File: config.mk
export PLATFORM = sky130hd
export DESIGN_NAME = mdc_tx
export DESIGN_NICKNAME = d
export VERILOG_FILES = /design/src/rtl/mdc_tx.sv
export SDC_FILE = /design/constraint.sdc
export NUM_CORES = 1
export LEC_CHECK = 0
export CORE_ASPECT_RATIO = 0.7
export CORE_MARGIN = 3
export CORE_UTILIZATION = 51
export CTS_BUF_LIST = sky130_fd_sc_hd__clkbuf_8
export DETAILED_ROUTE_END_ITERATION = 8
export MAX_ROUTING_LAYER = met4
export PLACE_DENSITY = 0.9
export SETUP_SLACK_MARGIN = 0.5
export SLEW_MARGIN = 0
export SYNTH_ARGS = -nofsm -noshare
export SYNTH_HDL_FRONTEND = slang
export SYNTH_SLANG_ARGS = --single-unit
File: constraint.sdc
create_clock -name clk -period 3.7 [get_ports clk]
set_input_delay 0.555 -clock clk [delete_from_list [all_inputs] [get_ports clk]]
set_output_delay 0.555 -clock clk [all_outputs]
set_load 0.01 [all_outputs]
File: src/rtl/mdc_tx.sv
// Transmitter for the MDC determinant engine: collects a 4x4 matrix plus mode,
// Hamming-encodes every word (with optional bit-flip injection), streams it, then awaits the result.
module mdc_tx #(
  parameter int unsigned TIMEOUT = 1000,
  parameter int unsigned N_ENT   = 16
) (
  input  logic           clk,
  input  logic           rst_n,
  input  logic           ld_valid,
  output logic           ld_ready,
  input  logic [4:0]     ld_mode,
  input  logic [3:0]     ld_mode_err,
  input  logic [10:0]    ld_data,
  input  logic [3:0]     ld_data_err,
  output logic           in_valid,
  output logic [8:0]     in_mode,
  output logic [14:0]    in_data,
  input  logic           mdc_out_valid,
  input  logic [206:0]   mdc_out_data,
  output logic           busy,
  output logic           done,
  output logic           timeout,
  output logic [206:0]   result
);

  localparam int unsigned MODE_W = 5;
  localparam int unsigned MCW_W  = 9;
  localparam int unsigned DAT_W  = 11;
  localparam int unsigned DCW_W  = 15;
  localparam int unsigned ERR_W  = 4;
  localparam int unsigned RES_W  = 207;
  localparam int unsigned IDX_W  = 4;
  localparam int unsigned CNT_W  = ($clog2(TIMEOUT) > IDX_W) ? $clog2(TIMEOUT) : IDX_W;
  localparam logic [CNT_W-1:0] LAST_ENT  = CNT_W'(N_ENT - 1);
  localparam logic [CNT_W-1:0] LAST_WAIT = CNT_W'(TIMEOUT - 1);

  typedef enum logic [1:0] {S_IDLE, S_SEND, S_WAIT, S_DONE} state_t;

  // Even-parity Hamming encode of an nd-bit word into an n-bit codeword, position 1 at the MSB,
  // followed by inversion of position err (0 or out of range leaves the word untouched).
  function automatic logic [DCW_W-1:0] ham_enc(input logic [DAT_W-1:0] d, input int unsigned n,
                                               input int unsigned nd, input logic [ERR_W-1:0] err);
    logic [15:0]      pos;
    logic [DCW_W-1:0] cw;
    int unsigned      j;
    pos = '0;
    cw  = '0;
    j   = nd;
    for (int unsigned p = 1; p <= 15; p++) begin
      if (p <= n && (p & (p - 1)) != 0) begin
        j = j - 1;
        if ((d & (DAT_W'(1) << j)) != '0) begin
          pos = pos | (16'(1) << p);
          for (int unsigned k = 0; k < 4; k++)
            if (((p >> k) & 1) != 0) pos = pos ^ (16'(1) << (1 << k));
        end
      end
    end
    if (err != '0 && 32'(err) <= n) pos = pos ^ (16'(1) << err);
    for (int unsigned p = 1; p <= 15; p++)
      if (p <= n && (pos & (16'(1) << p)) != '0) cw = cw | (DCW_W'(1) << (n - p));
    return cw;
  endfunction

  state_t               state_q, state_d;
  logic [CNT_W-1:0]     cnt_q, cnt_d;
  logic [MCW_W-1:0]     mode_cw_q, mode_cw_d;
  logic [DCW_W-1:0]     buf_q [N_ENT];
  logic [DCW_W-1:0]     data_cw_c;
  logic [MCW_W-1:0]     mode_cw_c;
  logic [IDX_W-1:0]     idx_c, idx_nxt_c;
  logic                 accept_c;
  logic                 ld_ready_d, in_valid_d, busy_d, done_d, timeout_d;
  logic [MCW_W-1:0]     in_mode_d;
  logic [DCW_W-1:0]     in_data_d;
  logic [RES_W-1:0]     result_d;

  assign data_cw_c = ham_enc(ld_data, DCW_W, DAT_W, ld_data_err);
  assign mode_cw_c = MCW_W'(ham_enc(DAT_W'(ld_mode), MCW_W, MODE_W, ld_mode_err));
  assign idx_c     = cnt_q[IDX_W-1:0];
  assign idx_nxt_c = idx_c + IDX_W'(1);

  // Next-state and next-output logic; outputs are registered from these values.
  always_comb begin
    state_d    = state_q;
    cnt_d      = cnt_q;
    mode_cw_d  = mode_cw_q;
    accept_c   = 1'b0;
    in_valid_d = 1'b0;
    in_mode_d  = '0;
    in_data_d  = '0;
    done_d     = 1'b0;
    timeout_d  = timeout;
    result_d   = result;
    case (state_q)
      S_IDLE: begin
        if (ld_valid && ld_ready) begin
          accept_c = 1'b1;
          if (cnt_q == '0) mode_cw_d = mode_cw_c;
          if (cnt_q == LAST_ENT) begin
            state_d    = S_SEND;
            cnt_d      = '0;
            in_valid_d = 1'b1;
            in_mode_d  = mode_cw_q;
            in_data_d  = buf_q[0];
          end else begin
            cnt_d = cnt_q + CNT_W'(1);
          end
        end
      end
      S_SEND: begin
        if (cnt_q == LAST_ENT) begin
          state_d = S_WAIT;
          cnt_d   = '0;
        end else begin
          cnt_d      = cnt_q + CNT_W'(1);
          in_valid_d = 1'b1;
          in_data_d  = buf_q[idx_nxt_c];
        end
      end
      S_WAIT: begin
        // A result arriving on the last allowed cycle takes priority over the timeout.
        if (mdc_out_valid) begin
          state_d   = S_DONE;
          result_d  = mdc_out_data;
          timeout_d = 1'b0;
          done_d    = 1'b1;
        end else if (cnt_q == LAST_WAIT) begin
          state_d   = S_DONE;
          result_d  = '0;
          timeout_d = 1'b1;
          done_d    = 1'b1;
        end else begin
          cnt_d = cnt_q + CNT_W'(1);
        end
      end
      S_DONE: begin
        state_d = S_IDLE;
        cnt_d   = '0;
      end
    endcase
    ld_ready_d = (state_d == S_IDLE);
    busy_d     = (state_d != S_IDLE);
  end

  always_ff @(posedge clk or negedge rst_n) begin
    if (!rst_n) begin
      state_q   <= S_IDLE;
      cnt_q     <= '0;
      mode_cw_q <= '0;
      ld_ready  <= 1'b0;
      in_valid  <= 1'b0;
      in_mode   <= '0;
      in_data   <= '0;
      busy      <= 1'b0;
      done      <= 1'b0;
      timeout   <= 1'b0;
      result    <= '0;
    end else begin
      state_q   <= state_d;
      cnt_q     <= cnt_d;
      mode_cw_q <= mode_cw_d;
      ld_ready  <= ld_ready_d;
      in_valid  <= in_valid_d;
      in_mode   <= in_mode_d;
      in_data   <= in_data_d;
      busy      <= busy_d;
      done      <= done_d;
      timeout   <= timeout_d;
      result    <= result_d;
    end
  end

  // Word buffer: contents are don't-care after reset, so it carries no reset.
  always_ff @(posedge clk) begin
    if (accept_c) buf_q[idx_c] <= data_cw_c;
  end

endmodule

==> impl_metrics.tcl <==
set metrics [dict create \
    arrival_ns 3.41 \
    synth_largest_area_cell "edfxtp_1" \
    grt_max_degree 188 \
    dp.cells 2048 \
    worst_setup_path_start_kind "flip-flop" \
    die_y_um 168.5 \
    placed_cell_area_um2 24740 \
    num_vias 13122 \
    synth.distinct_cells 53 \
    postCtsSetupBuffers 0 \
    synth_flop_cell "dfrtp_1" \
    yosys-top-cells-area "edfxtp_1 37%, dfrtp_1 33%, a22o_1 9.4%" \
    end_kind "flip-flop" \
    dieArea_um2 40130 \
    power_density_nw_per_um2 551.9 \
    ys_ff_latch 497 \
    syn2layout_area_growth_pct 36.03 \
    dr_wl_met3_um 6278 \
    hp-class "flip-flop to flip-flop" \
    antenna_found_initial 9 \
    final_hold_viol_count 0 \
    tightest_slew_ns 0.8530 \
    fmaxAchievable_mhz 341.2 \
    remaining_drc_errors 0 \
    synthCells 1124 \
    yosysWarningCount 0 \
    clock-sinks 497 \
    numCtsBuffers 75 \
    crit_path_max_fanout 112 \
    critical_path_class "flip-flop to flip-flop" \
    clkTransAtPathRegs_ns 0.06 \
    root_buffer "clkbuf_8" \
    grt_overflow 0 \
    dp_hpwl_um 42170 \
    clockBufferDepth 3 \
    required_ns 4.18 \
    synth_async_sr_flop_share 0.5171 \
    gp_congestion 0.9410 \
    syn-cell-area_um2 19240 \
    wl_met2_um 28040 \
    setup_tns_ns 0 \
    cts_tree "yes" \
    timing.hold.ws_ns 0.4801 \
    rsz0062_at_grt "false" \
    status "finished, final reports clean" \
    ant_nets 0 \
    routed_via_density 5.989 \
    synth_top_area_frac 0.3746 \
    top_layer "met4" \
    design_area_um2 26170 \
    ir_drop_mv 0.5229 \
    core_um2 36580 \
    drive_above_1_share 0.1481 \
    met1_length_um 21350 \
    yosysMostFrequentCell "dfrtp_1" \
    drv_slew 0 \
    row_count 58 \
    synth_common_cells "257 x dfrtp_1, 240 x edfxtp_1, 207 x a22o_1, 60 x mux4_2, 47 x clkbuf_1" \
    drtIter0Drc 1534 \
    grt_pass1_wl_um 85980 \
    post_cts_resized 0 \
    ys_seq_area_frac 0.7089 \
    finClkSkew_ns 0.04214 \
    finalSetupViolations 0 \
    hold_buffers 1 \
    routed_wl_um 59060 \
    synth_edf_count 240 \
    nets 1886 \
    clock_latency_ns 0.64 \
    post-route-period-util 0.7922 \
    slew_headroom 0.4313 \
    period_minus_slack_ns 2.931 \
    initial_core_util 0.5260 \
    syn_nets 1363 \
    htreeDepth 3 \
    grtUsageTotal 0.2995 \
    p_leak_nw 10.29 \
    dieWidth_um 238.2 \
    io_pins 471 \
    grt_pass1_vias 13212 \
    finalNonFillerCells 2191 \
    avgRoutedWirePerCell_um 26.96 \
    cap_violations 0 \
    first_pass_iters 7 \
    synth_area_per_cell_um2 17.12 \
    numPortBuffers 470 \
]
## power breakdown
group	internal, mW	switching (mW)
Sequential	6.31	0.259
Clock	2.14	2.07
Combinational	1.80	1.86
## state kept, by name, indices dropped and copies added, names as in the netlist
| signal | flops |
|---|---|
| buf_q | 240 |
| result | 207 |
| in_data | 15 |
| cnt_q | 10 |
| in_mode | 9 |
| mode_cw_q | 9 |
| state_q | 2 |
| busy | 1 |
| done | 1 |
| in_valid | 1 |
| ld_ready | 1 |
| timeout | 1 |
## cell type report
cell class	count	area [um2]
Clock buffer	87	1197
Multi-Input combinational cell	539	5300
Timing Repair Buffer	523	5172
Clock inverter	44	192.7
Tap cell	480	600.6
Antenna cell	10	25.02
Sequential cell	497	13640
Fill cell	2220	10400
Inverter	11	41.29
## through the flow
stage | utilization | power (mW) | worst slack, ns
finish | 0.7156 | 14.44 | 0.7689
global route | 0.7155 | 15.00 | 0.5620
CTS | 0.7147 | 14.47 | 0.8212
detailed placement | 0.6764 | 10.28 | 0.7114
global placement | 0.6764 | 10.12 | 0.8739
floorplan | - | 8.747 | 0.9049
## cells in the final DEF (no fill, tap or decap), types with 10 or more instances in the layout
cell	Yosys	final
mux4_2	60	60
dfrtp_1	257	256
nor3_1	18	13
xnor2_1	26	26
clkbuf_8	0	87
buf_4	0	47
diode_2	0	10
clkdlybuf4s50_1	0	469
nand2_1	20	19
mux2_2	24	24
nand2b_1	12	12
a221o_1	16	16
a211oi_1	15	15
inv_1	10	36
xor2_1	23	22
nor2_1	31	31
and2_1	10	10
clkinv_1	1	10
edfxtp_1	240	240
mux2i_1	17	17
a22o_1	207	207
## path summary, 6_finish.rpt
check	startpoint	endpoint	slack, ns	cells past startpoint
max reg2reg	cnt_q[1]	result[72]	0.77	6
min in group asynchronous	rst_n	in_data[0]	0.53	2
min	mode_cw_q[8]	in_mode[8]	0.48	1
max in group asynchronous	rst_n	result[29]	2.18	3
min reg2reg	mode_cw_q[8]	in_mode[8]	0.48	1
max	cnt_q[1]	result[72]	0.77	6
## worst max-delay path, cell delays in order (launching register included)
cell and delay, ns:
dfrtp_1 0.41, ha_1 0.41, nand2_1 0.29, o31ai_2 0.43, nand2_4 0.44, buf_12 0.43, a22o_1 0.30
## cells by family after synthesis
| kind of cell | count (synthesis) | synth area share |
|---|---|---|
| AO/OA/AOI/OAI | 269 | 0.1232 |
| AND/OR/NAND/NOR | 116 | 0.03122 |
| flip-flops | 497 | 0.7089 |
| adder cells (fa/ha/maj) | 4 | 0.002601 |
| buffers and inverters | 88 | 0.01873 |
| XOR/XNOR | 49 | 0.02231 |
| multiplexers | 101 | 0.09313 |
## routing by layer
metal,global-route usage,vias to the layer above
met5,-,-
met4,0.1592,0
met3,0.08208,166
met2,0.4498,823
met1,0.3761,6624
li1,-,5509
Note: power is estimated with default switching activity, not from simulation.
